### src/rtl/load_store_unit.sv
// Load/store unit: RV32I B/H/W loads and stores over a req/gnt + rvalid memory bus.
// Latency: accept at T, gnt at T+1, rvalid at T+2 -> rsp_valid at T+3; illegal access responds at T+1.
// Backpressure: req_ready only in IDLE; mem_req held stable until mem_gnt. LSU_MISALIGN_CHECK_EN enables the alignment check.
module load_store_unit #(
    parameter int unsigned TIMEOUT_CYC = 255
) (
    input  logic        clk,
    input  logic        rst_n,
    input  logic        req_valid,
    output logic        req_ready,
    input  logic        req_we,
    input  logic [2:0]  req_funct3,
    input  logic [31:0] req_addr,
    input  logic [31:0] req_wdata,
    output logic        rsp_valid,
    output logic [31:0] rsp_rdata,
    output logic        rsp_err,
    output logic        mem_req,
    output logic        mem_we,
    output logic [31:0] mem_addr,
    output logic [3:0]  mem_be,
    output logic [31:0] mem_wdata,
    input  logic        mem_gnt,
    input  logic        mem_rvalid,
    input  logic [31:0] mem_rdata
);

    typedef enum logic [1:0] {IDLE, REQ, WAIT, RESP} state_e;

    // Wide enough to hold TIMEOUT_CYC-1 for any parameter value.
    localparam int unsigned CW = $clog2(TIMEOUT_CYC + 2);

    state_e          state_q, state_d;
    logic            we_q, we_d;
    logic [2:0]      funct3_q, funct3_d;
    logic [31:0]     addr_q, addr_d;
    logic [31:0]     wdata_q, wdata_d;
    logic [31:0]     rdata_q, rdata_d;
    logic            err_q, err_d;
    logic [CW-1:0]   cnt_q, cnt_d;

    logic            req_illegal;
    logic [3:0]      be_w;
    logic [31:0]     wd_w;
    logic [7:0]      ld_byte;
    logic [15:0]     ld_half;
    logic [31:0]     ld_ext;
    logic            to_hit;

    // Classify the incoming request: reserved funct3, signed-less stores, optional misalignment.
    always_comb begin
        req_illegal = 1'b0;
        case (req_funct3)
            3'b000, 3'b001, 3'b010, 3'b100, 3'b101: req_illegal = 1'b0;
            default:                                req_illegal = 1'b1;
        endcase
        if (req_we && req_funct3[2]) begin
            req_illegal = 1'b1;
        end
`ifdef LSU_MISALIGN_CHECK_EN
        if ((req_funct3[1:0] == 2'b01 && req_addr[0]) ||
            (req_funct3[1:0] == 2'b10 && req_addr[1:0] != 2'b00)) begin
            req_illegal = 1'b1;
        end
`endif
    end

    // Store lane placement: byte enables and replicated write data (loads drive neither).
    always_comb begin
        be_w = 4'b0000;
        wd_w = 32'h0;
        if (we_q) begin
            case (funct3_q[1:0])
                2'b00: begin
                    be_w = 4'b0001 << addr_q[1:0];
                    wd_w = {4{wdata_q[7:0]}};
                end
                2'b01: begin
                    be_w = 4'b0011 << {addr_q[1], 1'b0};
                    wd_w = {2{wdata_q[15:0]}};
                end
                default: begin
                    be_w = 4'b1111;
                    wd_w = wdata_q;
                end
            endcase
        end
    end

    // Load lane selection and sign/zero extension of the returned word.
    always_comb begin
        ld_byte = mem_rdata[{addr_q[1:0], 3'b000} +: 8];
        ld_half = addr_q[1] ? mem_rdata[31:16] : mem_rdata[15:0];
        case (funct3_q)
            3'b000:  ld_ext = {{24{ld_byte[7]}}, ld_byte};
            3'b100:  ld_ext = {24'h0, ld_byte};
            3'b001:  ld_ext = {{16{ld_half[15]}}, ld_half};
            3'b101:  ld_ext = {16'h0, ld_half};
            default: ld_ext = mem_rdata;
        endcase
    end

    // Last permitted WAIT cycle; a zero TIMEOUT_CYC never expires.
    assign to_hit = (TIMEOUT_CYC != 0) &&
                    ({{(32-CW){1'b0}}, cnt_q} == TIMEOUT_CYC - 32'd1);

    // Next-state and datapath capture.
    always_comb begin
        state_d  = state_q;
        we_d     = we_q;
        funct3_d = funct3_q;
        addr_d   = addr_q;
        wdata_d  = wdata_q;
        rdata_d  = rdata_q;
        err_d    = err_q;
        cnt_d    = cnt_q;
        case (state_q)
            IDLE: begin
                if (req_valid) begin
                    we_d     = req_we;
                    funct3_d = req_funct3;
                    addr_d   = req_addr;
                    wdata_d  = req_wdata;
                    rdata_d  = 32'h0;
                    err_d    = req_illegal;
                    state_d  = req_illegal ? RESP : REQ;
                end
            end
            REQ: begin
                if (mem_gnt) begin
                    cnt_d   = '0;
                    state_d = WAIT;
                end
            end
            WAIT: begin
                if (mem_rvalid) begin
                    rdata_d = we_q ? 32'h0 : ld_ext;
                    state_d = RESP;
                end else if (to_hit) begin
                    err_d   = 1'b1;
                    rdata_d = 32'h0;
                    state_d = RESP;
                end else begin
                    cnt_d = cnt_q + CW'(1);
                end
            end
            default: begin
                state_d = IDLE;
            end
        endcase
    end

    // State and captured-request registers with synchronous reset.
    always_ff @(posedge clk) begin
        if (!rst_n) begin
            state_q  <= IDLE;
            we_q     <= 1'b0;
            funct3_q <= 3'b000;
            addr_q   <= 32'h0;
            wdata_q  <= 32'h0;
            rdata_q  <= 32'h0;
            err_q    <= 1'b0;
            cnt_q    <= '0;
        end else begin
            state_q  <= state_d;
            we_q     <= we_d;
            funct3_q <= funct3_d;
            addr_q   <= addr_d;
            wdata_q  <= wdata_d;
            rdata_q  <= rdata_d;
            err_q    <= err_d;
            cnt_q    <= cnt_d;
        end
    end

    // Outputs depend on state only, so bus fields are zero outside REQ.
    assign req_ready = (state_q == IDLE);
    assign mem_req   = (state_q == REQ);
    assign mem_we    = mem_req & we_q;
    assign mem_addr  = mem_req ? {addr_q[31:2], 2'b00} : 32'h0;
    assign mem_be    = mem_req ? be_w : 4'b0000;
    assign mem_wdata = mem_req ? wd_w : 32'h0;
    assign rsp_valid = (state_q == RESP);
    assign rsp_err   = rsp_valid & err_q;
    assign rsp_rdata = rsp_valid ? rdata_q : 32'h0;

endmodule

### config.mk
export PLATFORM = sky130hd
export DESIGN_NAME = load_store_unit
export DESIGN_NICKNAME = d
export VERILOG_FILES = /design/src/rtl/load_store_unit.sv
export SDC_FILE = /design/constraint.sdc
export NUM_CORES = 1
export LEC_CHECK = 0
export ABC_AREA = 1
export CAP_MARGIN = 20
export CORE_ASPECT_RATIO = 1.25
export CORE_MARGIN = 4
export CORE_UTILIZATION = 45
export DETAILED_ROUTE_END_ITERATION = 16
export PLACE_DENSITY = 0.81
export SYNTH_ARGS = -nofsm -noshare
export SYNTH_HDL_FRONTEND = slang
export SYNTH_SLANG_ARGS = --single-unit
### constraint.sdc
create_clock -name clk -period 2.3 [get_ports clk]
set_input_delay 0.575 -clock clk [delete_from_list [all_inputs] [get_ports clk]]
set_output_delay 0.575 -clock clk [all_outputs]
set_load 0.005 [all_outputs]
# Word level (Yosys, flattened, before mapping)
# Index checks and enable logic that the tools add are counted.
word_totals:
  register_bits: 112
  latchBits: 0
  mem_bits_rw: 0
  rom_bits: 0
  input_bits: 105
  word_cells: 76
  n_memories: 0
op_classes:
  addsub: 1
  multipliers: 0
  n_div: 0
  n_lt_le_gt_ge: 0
  n_eq_ne: 18
  shifts: 3
  n_mux: 31
  bitwise_logic: 2
  reduce_logical: 13
ops:
  columns: ["op", "count"]
  rows:
  - ["$mux W32", 8]
  - ["$pmux W32 S2", 2]
  - ["$pmux W32 S4", 1]
  - ["$shiftx A32 B6 Y8", 1]
  - ["$mux W9", 3]
  - ["$pmux W9 S2", 1]
  - ["$mux W16", 1]
  - ["$eq A3 B3 Y1 const B", 4]
  - ["$mux W2", 5]
  - ["$add A9 B1 Y9 const B", 1]
  - ["$eq A9 B8 Y1 const B", 1]
  - ["$mux W4", 2]
  - ["$ne A2 B2 Y1 const B", 4]
  - ["$pmux W4 S2", 1]
  - ["$reduce_and A4 Y1", 2]
  - ["$eq A3 B1 Y1 const B", 2]
  - ["$logic_not A3 Y1", 2]
  - ["$pmux W2 S3", 1]
  - ["$reduce_and A3 Y1", 2]
  - ["$mux W1", 5]
  - ["$reduce_or A5 Y1", 1]
  - ["$eq A2 B1 Y1 const B", 2]
  - ["$eq A2 B2 Y1 const B", 2]
  - ["$logic_not A2 Y1", 2]
  - ["other kinds (10)", 12]

# Logic depth before layout (Yosys ltp)
# Gate-level depths: netlist (run 1).
depth:
  ltp_word: 7
  mapped_depth: 13
  mapped_depth_nobuf: 13

# Least setup slack after synthesis (run 1)
# OpenSTA, ideal clock, no wires.
synth_path:
  path_type: "reg-to-output"
  from: "register state_q[1]"
  to: "output port mem_wdata[16]"
  t_arrival_ns: 1.385
  required_time_ns: 1.725
  path_slack_ns: 0.340
  stages_incl_launch_ff: 9
  path_buffers: 2
  path_cell_list: "dfxtp_1 -> inv_1 -> ha_1 -> clkbuf_1 -> nand2_1 -> inv_1 -> buf_2 -> o21ai_0 -> a21oi_1"
synth_between:
  elab_chain_cells: 2
synth_lines:
  columns: ["item", "line_no", "source"]
  rows:
  - ["from (decl)", "33", "state_e state_q, state_d;"]
  - ["from (signal assigned)", "165", "state_q <= state_d;"]
  - ["$eq A2 B1 Y1", "178", "assign mem_req = (state_q == REQ);"]
  - ["via mem_req", "18", "output logic mem_req,"]
  - ["$mux W32", "182", "assign mem_wdata = mem_req ? wd_w : 32'h0;"]
  - ["to (decl)", "22", "output logic [31:0] mem_wdata,"]
# The timed path passes the listed nets, and every way through them passes these cells.

# Worst setup path in the final report (run 1)
layout_path:
  from: "register state_q[0]"
  to: "output port mem_req"
layout_between:
  elab_chain_cells: 1
layout_lines:
  columns: ["item", "line_no"]
  rows:
  - ["$eq A2 B1 Y1", "178"]
  - ["to (decl)", "18"]
# No other way between the ends.

==> summary.md, run 1 <==
| Metric | Value |
|---|---|
| Ys flop type | dfxtp_1 |
| CTS tree | done |
| Setup-failing EPs final | 0 |
| CP max FO | 15 |
| Reg clk slew, reported paths | 0.07 ns |
| Register area share after synthesis | 38.81% |
| Outcome | complete, no violations |
| I/O pin count | 210 |
| Synth cell types | 42 |
| Fillers | ~1100 |
| Die span in y | roughly 130 µm |
| Startpoint Class | register |
| Final wirelength | 18120 µm |
| WP buf/inv | 3 |
| H-tree lvl count | 3 |
| Mapped cell area | 5777 µm² |
| Total gr overflow | 0 |
| Layout Cells excl Fill | 1274 |
| Period Utilization, post-route | a little over nine tenths |
| Longest Clk Path Bufs | 2 |
| # rows | 46 |
| Worst path cell trace | ha_4 -> buf_6 -> buf_16 -> clkdlybuf4s50_1 |
| Data arrival, critical path | 1.66 ns |
| Max Clk Rate | between 400 and 500 MHz |
| Endpoints failing hold | 0 |
| N_diodes | 0 |
| Clock Tree Root | clkbuf_16 |
| Hold Path Class | reg -> reg |
| Ys async rst share | 0% |
| Total power draw | 0.007571 W |
| Fin. max-slew vios | 0 |
| Count of input and output buffers | roughly 210 |
| All-Layer GR Usage | a little under a quarter |
| Final worst slack | slightly above 0.06 ns |
| Sink Count | between 100 and 150 |
| HPWL after DPL | roughly 13000 µm |
| Via density | between 4 and 5 |
| Final instance area | approximately 8500 µm² |
| Core area | 12660 µm² |
| Leakage | about 4.8 nW |
| Post-CTS Hold Fix Bufs | 0 |
| Starting density of the core | a little under half |
| Post-synth EDFFs | 0 |
| CTS Buf Count | 9 |
| First-pass GRT wire length | 28230 µm |
| Drc violations | 0 |
| Die area | roughly 15000 µm² |
| PwrDens | 887.1 nW/µm² |
| Ys Warns | 0 |
| CP endpoint kind | output pin |
| Initial antenna violation count | 0 |
| CP peak stage delay | approximately 0.50 ns |
| Final #Nets | between 1000 and 1500 |
| Max cap viols | 0 |
| DP Worst Slack | approximately 0.033 ns |
| Maximum vdd drop | ~0.00050 V |
| Max-slew headroom | 64.78% |
| DR WL/cell | approximately 14 µm |
| Placer Congestion | about 0.92 |
| Drt first-iter violations | between 300 and 400 |
| Largest net degree at the start of global routing | 57 |
| Critical Path RT | approximately 1.7 ns |
| Vias post-DR | 6315 |
| Synth Register Bits | about 110 |
| Least-Margin Pin Slew | 0.5228 ns |
| Number of global-route vias before repair | between 5000 and 6000 |
| Crit path max-delay family | buffers and inverters |
| Detailed Routing Iterations Pass 1 | 4 |
| DP Area | 8046 µm² |
| Dpl cells | around 1200 |
| Slowest stage cell, crit path | clkdlybuf4s50_1 |
| Mean post-synth cell area | ~6.4 µm² |
| Crit Path Class | reg -> out |
| Synth Instances | 904 |
| Worst clock skew | 0.005992 ns |
| Die Width | about 110 µm |
| Clock latency on the worst-skew pair | 0.35 ns |
| Layout cells sized above 1 | under 10% |
| Final ANT Viol Nets | 0 |
| Final design utilization | 67.40% |
| Fin crit period | between 2 and 2.5 ns |
| Area growth syn-to-layout | 47.74% |
## per-layer routing
layer / wire (µm) / GRT usage (%) / part of all wire, % / vias up
li1: - / - / - / 3212
met1: 6990 / 27.76 / 39 / 2832
met2: 9280 / 41.85 / 51 / 234
met3: 1317 / 5.452 / 7.3 / 37
met4: 529 / 10.26 / 2.9 / 0
met5: 0 / 0 / 0 / -
## what timing repair did
item                                    CTS  global route
endpoints found under the setup margin  101            53
pin swaps                                 6             4
gates resized for setup                 117            45
gates cloned                              2             1
hold endpoints to repair                  0             0
setup buffers                             6             2
## registers in the layout, summed over array words and instances (netlist names)
| signal | count |
|---|---|
| addr_q | 32 |
| rdata_q | 32 |
| wdata_q | 32 |
| cnt_q | 9 |
| funct3_q | 3 |
| state_q | 2 |
| err_q | 1 |
| we_q | 1 |
## cell usage in the layout, fill, tap and decap left out, drive strengths merged
cell           count
o21ai            106
nor2             182
o211a              1
o221ai             1
and2               1
a211oi             1
nand4              1
clkbuf            13
or2                3
xnor2              1
nand3             28
xor2               1
conb               2
ha                 6
o211ai             9
bufbuf             1
o21bai             1
buf               38
o22ai              7
a21o               1
clkdlybuf4s15      3
dfxtp            112
clkdlybuf4s50    106
dlygate4sd2       54
o21a               1
clkinv             5
a21oi             65
nor3               2
dlymetal6s2s      34
inv              121
nand2            199
## synthesized netlist by cell type (3+ instances only)
library cell	number	share of area, %
o21ai_1	5	0.43
inv_1	117	7.6
nand2_2	3	0.32
ha_1	6	1.3
clkbuf_1	33	2.1
dfxtp_1	112	39
buf_6	4	0.78
a21oi_1	65	5.6
buf_2	11	0.95
o21ai_0	99	8.6
o211ai_1	9	1.2
nand3_1	26	2.3
buf_4	3	0.39
or2_2	3	0.32
nor2_1	178	12
nand2_1	194	13
o22ai_1	7	0.76
## path summary, 6_finish.rpt
check                                start     endpoint  slack [ns]  cells past startpoint
worst max-delay path            state_q[0]      mem_req        0.06                      4
worst max register to register  state_q[0]  rdata_q[17]        0.30                      9
worst min-delay path                 err_q        err_q        0.46                      2
worst min register to register       err_q        err_q        0.46                      2
## stage by stage
stage / hold slack, ns / setup TNS [ns]
after floorplan: 0.4239 / 0
after global placement: 0.4470 / 0
after detailed placement: 0.4528 / 0
after CTS: 0.4649 / -4.200
after global routing: 0.4812 / -0.0003089
final: 0.4621 / 0
## layout make-up
| class | instances | area, µm² | area share [%] |
|---|---|---|---|
| multi-input combinational | 619 | 2848 | 33.37 |
| tap | 168 | 210.2 | 2.463 |
| timing repair buffer | 239 | 2475 | 29.00 |
| clock buffer | 10 | 239.0 | 2.800 |
| inverter | 120 | 457.9 | 5.366 |
| sequential | 112 | 2253 | 26.40 |
| clock inverter | 6 | 51.30 | 0.6011 |
## cell families after synthesis
logic type / synth area share (%)
other: 0.06491
buffers and inverters: 12.71
AO/OA/AOI/OAI: 17.72
XOR/XNOR: 0.3033
AND/OR/NAND/NOR: 29.09
flip-flops: 38.81
adder cells (fa/ha/maj): 1.300
## worst reg2reg max path, delay by kind of cell, from the launching register on
kind                     cells  cell delay, ns
flip-flops                   1            0.37
adder cells (fa/ha/maj)      1            0.37
AND/OR/NAND/NOR              4            0.61
AO/OA/AOI/OAI                1            0.15
buffers and inverters        3            0.42
## power breakdown
part / switching, W / total (W) / internal, W
Clock: 0.000767 / 0.00155 / 0.000784
Combinational: 0.00199 / 0.00340 / 0.00142
Sequential: 0.000271 / 0.00262 / 0.00235
Total: 0.00302 / 0.00757 / 0.00455
No activity file was read; power rests on OpenSTA's default activity.
==> run 2: changes to the inputs <==
--- a/config.mk
+++ b/config.mk
@@ -12,6 +12,7 @@
 export CORE_UTILIZATION = 45
 export DETAILED_ROUTE_END_ITERATION = 16
 export PLACE_DENSITY = 0.81
+export SETUP_SLACK_MARGIN = 0.2
 export SYNTH_ARGS = -nofsm -noshare
 export SYNTH_HDL_FRONTEND = slang
 export SYNTH_SLANG_ARGS = --single-unit
==> run 2 against run 1 <==
  * Cell area rose by 4.9%
  * Cell count grew 2.3%
  * Highest routed layer unchanged
  * Critical path depth increased by 5
  * Clock-buffer cell count did not move
  * Largest cell class unchanged
  * Flip-flop and latch count stayed put
  * Register-to-register slack barely moved
==> summary.md, run 2 (synthesized netlist as in run 1, its figures left out) <==
| Metric | Value |
|---|---|
| Outcome | complete, no violations |
| Setup-failing EPs final | 0 (unchanged) |
| CTS tree | done |
| Setup TNS | 0 ns (unchanged) |
| Endpoints failing hold | 0 (unchanged) |
| Final ANT Viol Nets | 0 (unchanged) |
| I/O pin count | 210 (unchanged) |
| DR WL/cell | 14.99 µm (+5.4%) |
| Placer Congestion | 0.9192 (unchanged) |
| Area growth syn-to-layout | 54.99% |
| Worst clock skew | 0.007746 ns (+0.001754 ns) |
| All-Layer GR Usage | 25.38% (+1.4 points) |
| H-tree lvl count | 3 (unchanged) |
| Regs by FF count | addr_q: 32 flops, rdata_q: 32 flops, wdata_q: 32 flops |
| Count of input and output buffers | 207 (unchanged) |
| Via density | 5.026 (+1.4%) |
| Die area | 14730 µm² (unchanged) |
| Largest net degree at the start of global routing | 57 (unchanged) |
| Most frequent cells in the layout | 173 x nor2_1, 151 x nand2_1, 107 x dfxtp_1 |
| Number of global-route vias before repair | 6209 (+5.3%) |
| # rows | 46 (unchanged) |
| N_diodes | 0 (unchanged) |
| Maximum vdd drop | 0.0005064 V (+0.33%) |
| CP endpoint kind | output pin |
| Initial antenna violation count | 0 (unchanged) |
| Die span in y | 134.7 µm (unchanged) |
| Pint | 0.004919 W (+8.2%) |
| Net Switching | 0.003401 W (+12%) |
| Drc violations | 0 (unchanged) |
| First-pass GRT wire length | 29780 µm (+5.5%) |
| Clock Power Share | 18.8% (-1.7 points) |
| Max cap viols | 0 (unchanged) |
| Data arrival, critical path | 1.67 ns (about the same) |
| PwrDens | 929.2 nW/µm² (+4.7%) |
| Crit Path Class | reg -> out |
| Core area | 12660 µm² (unchanged) |
| Hold Path Class | reg -> reg |
| Final wirelength | 19530 µm (+7.8%) |
| Gate power share | 49.0% (+4.1 points) |
| Sink Count | 112 (unchanged) |
| Die Width | 109.3 µm (unchanged) |
| CTS Buf Count | 9 (unchanged) |
| CP max FO | 7 (-8) |
| Leakage | 4.550 nW (-4.7%) |
| Detailed Routing Iterations Pass 1 | 7 (+3) |
| Final #Nets | 1241 (+2.4%) |
| Final design utilization | 70.71% (+3.3 points) |
| Fin. max-slew vios | 0 (unchanged) |
| RSZ-0062 raised after global routing | true |
| Fin crit period | 2.245 ns (+0.007171 ns) |
| Commonest non-fill, non-tap cell in the layout | nor2_1 |
| Layout cells sized above 1 | 23.96% (+16 points) |
| Clock latency on the worst-skew pair | 0.35 ns (about the same) |
| Starting density of the core | 45.62% (unchanged) |
| Clock Tree Root | clkbuf_16 |
| Vias post-DR | 6549 (+3.7%) |
| Max Clk Rate | 445.5 MHz (-0.32%) |
| Total gr overflow | 0 (unchanged) |
| Startpoint Class | register |
| Longest Clk Path Bufs | 2 (unchanged) |
| Period Utilization, post-route | 97.60% (+0.31 points) |
| Critical Path RT | 1.73 ns (about the same) |
| Sw Share | 40.87% (+0.94 points) |
| Drt first-iter violations | 334 (+5.0%) |
| HPWL after DPL | 13120 µm (unchanged) |
| Sequential Power Share | 32.2% (-2.4 points) |
| Reg clk slew, reported paths | 0.08 ns (about the same) |
| Post-CTS Hold Fix Bufs | 0 (unchanged) |
run 2: changes by cell type in the layout (fill, tap and decap cells not counted), moves of 8 or more:
cell	previous run	this run
buf_2	8	42
o21ai_2	3	11
dlygate4sd2_1	54	24
nand2_2	6	26
nand2_1	190	151
inv_2	3	26
o21ai_0	95	85
buf_6	3	33
nand2_4	3	21
dlymetal6s2s_1	34	0
inv_1	114	89
clkbuf_2	2	21
run 2: worst paths after layout:
path	from	slack, ns	end	depth (start not counted)
hold reg to reg	rdata_q[5]	0.47	rdata_q[5]	2
setup reg to reg	state_q[1]	0.31	cnt_q[7]	14
hold / removal	rdata_q[5]	0.47	rdata_q[5]	2
setup / recovery	state_q[1]	0.06	mem_addr[21]	9
run 2: timing repair:
action | in CTS | in global routing
setup buffers | 19 | 13
gates cloned | 4 | 3
endpoints found under the setup margin | 103 | 121
gates resized for setup | 366 | 145
pin swaps | 23 | 27
run 2: power by group through the flow:
| stage | logic, W | registers (W) | clock network, W |
|---|---|---|---|
| 3_5_place_dp | 0.00315 | 0.00263 | 0 |
| 6_report | 0.00408 | 0.00268 | 0.00156 |
| 2_1_floorplan | 0.00207 | 0.00254 | 0 |
| 3_3_place_gp | 0.00311 | 0.00262 | 0 |
| 4_1_cts | 0.00362 | 0.00263 | 0.00158 |
| 5_1_grt | 0.00447 | 0.00273 | 0.00165 |
run 2: cell type report:
type / instances / area [µm²]
tap: 168 / 210.2
inverter: 120 / 475.5
sequential: 112 / 2256
clock inverter: 6 / 51.30
multi-input combinational: 619 / 3148
clock buffer: 10 / 239.0
timing repair buffer: 268 / 2574
fill: 1069 / 3709
run 2: metrics by stage:
| step | worst slack, ns | hold WS (ns) | cells | area, µm² | power (W) |
|---|---|---|---|---|---|
| final | 0.05512 | 0.4716 | 1303 | 8954 | 0.008320 |
| after global routing | 0.01184 | 0.4863 | 1303 | 8954 | 0.008848 |
| after CTS | 0.009077 | 0.4683 | 1287 | 8620 | 0.007829 |
| after detailed placement | 0.03325 | 0.4528 | 1248 | 8046 | 0.005779 |
| after global placement | 0.08493 | 0.4470 | 1248 | 8046 | 0.005734 |
| after floorplan | 0.3401 | 0.4239 | 905 | 5781 | 0.004612 |
run 2: worst max-delay path: stages (launching register included):
cell and delay (ns):
dfxtp_2 0.35, inv_2 0.05, ha_4 0.17, buf_6 0.12, buf_12 0.12, buf_16 0.13, buf_4 0.13, nand2_2 0.07
inv_2 0.04, buf_2 0.13
run 2: metal layers:
layer,vias to the layer above,GRT usage [%],part of all wire (%)
met5,-,0,0
met4,0,11.16,3.7
met3,53,5.548,7.4
met2,262,45.52,52
met1,2960,28.33,37
li1,3274,-,-
